File: config.mk
export PLATFORM = sky130hd
export DESIGN_NAME = seg_scan_ctrl
export DESIGN_NICKNAME = d
export VERILOG_FILES = /design/src/rtl/seg_scan_ctrl.sv
export SDC_FILE = /design/constraint.sdc
export NUM_CORES = 1
export LEC_CHECK = 0
export BUFFER_PORTS_ARGS = -buffer_cell sky130_fd_sc_hd__buf_2
export CORE_UTILIZATION = 49
export DETAILED_ROUTE_END_ITERATION = 7
export GPL_TIMING_DRIVEN = 1
export PLACE_DENSITY_LB_ADDON = 0.2
export SETUP_SLACK_MARGIN = 0.3
export SKIP_CTS_REPAIR_TIMING = 1
export SLEW_MARGIN = 5
export SYNTH_ARGS = -nofsm -noshare
export SYNTH_HDL_FRONTEND = slang
export SYNTH_SLANG_ARGS = --single-unit
File: constraint.sdc
create_clock -name clk -period 2.03 [get_ports clk]
set_input_delay 0.406 -clock clk [delete_from_list [all_inputs] [get_ports clk]]
set_output_delay 0.406 -clock clk [all_outputs]
set_load 0.02 [all_outputs]
File: src/rtl/seg_scan_ctrl.sv
// seg_scan_ctrl
//   Scan controller for an up-to-8-digit time-multiplexed seven-segment
//   display. It steps a digit select through the digits, one digit per
//   refresh slot of CLK_DIV cycles. It also drives the matching active-low
//   anode enables. Each slot opens with BLANK_CYC cycles in which every anode
//   is off, which suppresses ghosting while the digit mux settles.
//
// Ports
//   clk         in   1  system clock, rising edge
//   rst         in   1  synchronous reset, active-high, priority over en
//   en          in   1  scan enable; 0 freezes the scan position and darkens
//   digit_mask  in   8  per-digit enable; bit k = 0 keeps anode k off
//   sel3        out  3  digit select to the 8:1 digit mux
//   an          out  8  anode enables, active-low (one low bit or all ones)
//   tick        out  1  pulse in the first cycle of each new slot
//   frame       out  1  pulse when slot 0 begins after a wrap
//
// Handshake: there is none. en is a level qualifier sampled every edge, and
// digit_mask is sampled at the same edge as the slot it affects.
module seg_scan_ctrl #(
   parameter int CLK_DIV    = 100000,
   parameter int BLANK_CYC  = 1000,
   parameter int NUM_DIGITS = 8
) (
   input  logic       clk,
   input  logic       rst,
   input  logic       en,
   input  logic [7:0] digit_mask,
   output logic [2:0] sel3,
   output logic [7:0] an,
   output logic       tick,
   output logic       frame
);

   localparam int             CW       = $clog2(CLK_DIV);
   localparam logic [CW-1:0]  CNT_LAST = CW'(CLK_DIV - 1);
   localparam logic [2:0]     SEL_LAST = 3'(NUM_DIGITS - 1);

   // Per-slot display state, derived from the next slot count.
   localparam logic [0:0] ST_BLANK = 1'b0;
   localparam logic [0:0] ST_ON    = 1'b1;

   logic [CW-1:0] cnt;
   logic [CW-1:0] cnt_nxt;
   logic [2:0]    sel_nxt;
   logic          slot_wrap;
   logic          in_blank;
   logic [0:0]    state_nxt;
   logic [7:0]    an_nxt;

   // The outputs are decoded from the next count and select. This makes an,
   // sel3 and tick describe the same cycle after the edge.
   always_comb begin
      slot_wrap = en && (cnt == CNT_LAST);
      cnt_nxt   = cnt;
      sel_nxt   = sel3;
      if (en) begin
         if (slot_wrap) begin
            cnt_nxt = '0;
            sel_nxt = (sel3 == SEL_LAST) ? 3'd0 : sel3 + 3'd1;
         end else begin
            cnt_nxt = cnt + CW'(1);
         end
      end
   end

   // A zero-length blanking interval removes the BLANK state entirely.
   generate
      if (BLANK_CYC == 0) begin : g_noblank
         assign in_blank = 1'b0;
      end else begin : g_blank
         localparam logic [CW-1:0] BLANK_V = CW'(BLANK_CYC);
         assign in_blank = (cnt_nxt < BLANK_V);
      end
   endgenerate

   always_comb begin
      state_nxt = in_blank ? ST_BLANK : ST_ON;
      an_nxt    = 8'hFF;
      // sel_nxt never reaches NUM_DIGITS, so unused anodes stay high.
      if (en && (state_nxt == ST_ON) && digit_mask[sel_nxt]) begin
         an_nxt = ~(8'h01 << sel_nxt);
      end
   end

   always_ff @(posedge clk) begin
      if (rst) begin
         cnt   <= '0;
         sel3  <= 3'd0;
         an    <= 8'hFF;
         tick  <= 1'b0;
         frame <= 1'b0;
      end else begin
         cnt   <= cnt_nxt;
         sel3  <= sel_nxt;
         an    <= an_nxt;
         tick  <= slot_wrap;
         frame <= slot_wrap && (sel_nxt == 3'd0);
      end
   end

endmodule

==> results by group <==
Status
  • Run status: finished, final reports clean

Clock network
  • H-tree depth: 2
  • Clock-pin slew on the worst setup and hold paths: 100 ps
  • Root Buffer Master: clkbuf_4
  • TritonCTS clock tree: built
  • CTS sink cnt: 30
  • Num CTS Buffers: 5
  • CTS Buffer Depth: 2
  • Clk_lat worst skew: 330 ps

Timing
  • Max Clock Freq: 504 MHz
  • RSZ-0062 raised after global routing: true
  • Final worst path period need: 1980 ps
  • Final worst setup slack: 47.3 ps
  • Worst-Margin Slew: 339 ps
  • Final Hold Fails: 0
  • Rel. slew slack: 77.2%
  • Endpoints failing setup: 0
  • Setup Skew: 11.3 ps
  • Fin crit share: 97.7%
  • Max Slew Vio Count: 0

Critical path
  • CP cell instances: nand4_1, buf_4, or4_4, buf_4, a21oi_4, nand4_1
  • Worst Setup End Kind: flop
  • CP peak stage delay: 580 ps
  • Crit Path Category: reg2reg
  • FF-to-FF path depth: 6
  • CP Max Fanout: 5
  • Critical Path RT: 2240 ps
  • Critical path launch point type: flop
  • Slowest-stage cell, CP: or4_4
  • CP Data Arrival Time: 2190 ps

GRT
  • Vias in the first global route: 1220
  • GR Util met3: 5.81%
  • First-pass GRT wire length: 5.42 mm
  • Total gr overflow: 0
  • Global-route layer with the greatest usage: met2
  • Met1 usage: 28.3%
  • GR Util met2: 36.1%
  • Global Route Usage Sum: 22.6%
  • Largest net degree at the start of global routing: 14
  • Initial antenna violation count: 0

Pwr
  • Clock power frac: 49.6%
  • Sequential fraction of design power: 46.6%
  • Int Pwr: 1.03 mW
  • VDD IR max: 0.779 mV
  • Sw frac: 19.1%
  • Combinational share of power: 3.8%
  • P_sw: 0.244 mW
  • P per Cell Area: 649 nW/um^2
  • Lkg Pwr: 0.757 nW

Route
  • Via density: 5.55
  • Antenna-violating nets left: 0
  • Initial DRC count: 53
  • Via count: 1320
  • DRT Pass-1 Iters: 5
  • Wirelength, routed: 3.45 mm
  • Post-DR wirelength/cell: 14.5 um
  • # DRC: 0

Place
  • Detail Placement HPWL: 2.37 mm
  • Routability Congestion: 0.868
  • DP Cell Count: 227
  • Post-Place Worst Slack: -15.3 ps
  • Port Buffers: 23

Cells and area
  • Final #Nets: 220
  • Area Overhead vs Synth: 38.0%
  • N_diodes: 0
  • Share of cells above drive strength 1: 43.0%
  • Fin cells: 238

Die
  • Die ar.: 3130 um^2
  • Die H: 56.0 um
  • Row Count: 19
  • Initial Util: 51.7%
  • # IOs: 24
  • Die span in x: 56.0 um
  • Core box area: 2760 um^2

Logic synthesis
  • Synth warn: 0
  • Most used flip-flop cell after synthesis: dfxtp_1
  • Synth Area per Inst: 8.97 um^2
  • Fraction of registers with async set/reset: 0%
  • Mapped cell area: 1430 um^2
  • Area leader, netlist: dfxtp_1
  • Post-synth EDFFs: 0
  • #FFs+latches synth: 30
  • Top cell type's share of synthesized area: 42.1%
  • Syn nets: 173
  • Cells after Synth: 159
  • Seq/Total Area, Yosys: 42.1%
  • Synth area leaders: dfxtp_1, nand4_1, nor2_1, xnor2_1, nand2_1
  • Synth cell types: 36

Min path
  • Worst Hold Class: in2reg
  • Hold Crit Depth: 2

Job
  • Max-Cap Viols: 0
[final timing paths]
path | slack [ps] | endpoint | startpoint
worst max-delay path | 50 | an[4]$_SDFF_PP1_ | cnt[10]$_SDFF_PP0_
worst min-delay path | 270 | an[7]$_SDFF_PP1_ | digit_mask[7]
worst max register to register | 50 | an[4]$_SDFF_PP1_ | cnt[10]$_SDFF_PP0_
worst min register to register | 550 | sel3[2]$_SDFF_PP0_ | sel3[2]$_SDFF_PP0_
[placed cells by master, fill, tap and decap left out, types with 3 or more instances in the layout]
cell type  Yosys  layout
a21oi_1        8       8
buf_2          4      23
buf_4          0      23
clkbuf_4       0       5
dfxtp_1       30      18
dfxtp_2        0      11
nand2_1       12      12
nand3_1        3       3
nand3b_1       5       5
nand4_1       18      18
nor2_1        26      25
nor3_1         5       4
nor4_2         1       4
o21ai_2        1       3
xnor2_1       10      10
xor2_1         4       4
[stage by stage]
step / TNS (ps) / cell area [um^2] / power [mW] / util [%] / hold slack, ps
after floorplan: 0 / 1470 / 0.633 / - / 483
after global placement: 0 / 1740 / 0.654 / 63.1 / 514
after detailed placement: -51.4 / 1740 / 0.655 / 63.1 / 537
after CTS: -1050 / 1850 / 1.28 / 67.2 / 268
after global routing: 0 / 1970 / 1.32 / 71.4 / 258
final: 0 / 1970 / 1.28 / 71.4 / 270
[kinds of logic (layout without fill, tap and decap cells)]
family | after synthesis | count (layout) | share of synthesized area [%]
AO/OA/AOI/OAI | 17 | 17 | 7.81
XOR/XNOR | 14 | 14 | 8.60
adder cells (fa/ha/maj) | 3 | 3 | 2.63
buffers and inverters | 7 | 55 | 2.72
flip-flops | 30 | 30 | 42.1
multiplexers | 1 | 1 | 0.702
AND/OR/NAND/NOR | 87 | 87 | 35.4
[area by class of cell]
class	count	area, um^2
multi-input cells	122	892
fillers	204	790
well taps	31	38.8
clock buffers	6	51.3
repair buffers	47	308
flip-flops and latches	30	618
clock inverters	2	60.1
[synth_stat cells, types with 2 or more instances]
| library cell | n |
|---|---|
| nand4_1 | 18 |
| o21ai_1 | 2 |
| xnor2_1 | 10 |
| ha_1 | 3 |
| nand2b_1 | 3 |
| nand3b_1 | 5 |
| a21oi_1 | 8 |
| nor2_1 | 26 |
| nor3_1 | 5 |
| buf_2 | 4 |
| clkbuf_1 | 2 |
| nand2_1 | 12 |
| xor2_1 | 4 |
| nand3_1 | 3 |
| dfxtp_1 | 30 |
| nor4_1 | 4 |
[critical path, delay by kind of cell (launching register included)]
| kind | cells | cell delay [ps] |
|---|---|---|
| buf+inv | 2 | 390 |
| flops | 1 | 400 |
| compound gates | 1 | 200 |
| simple gates | 3 | 870 |
[power by group through the flow]
stage	combinational, mW	sequential (mW)	clock (mW)
after floorplan	0.0219	0.611	0
after global placement	0.0441	0.609	0
after detailed placement	0.0458	0.610	0
after CTS	0.0462	0.596	0.637
after global routing	0.0535	0.595	0.672
final	0.0489	0.595	0.633
[metal layers]
metal  part of all wire (%)  wire length, um
met1                     45             1570
met3                    4.4              150
met5                      0                0
met2                     48             1660
met4                    2.0               69
[state kept, by name (all words and copies together), names as in the netlist]
register  count
cnt          17
an            8
sel3          3
frame         1
tick          1
(Power assumes the default switching activity.)
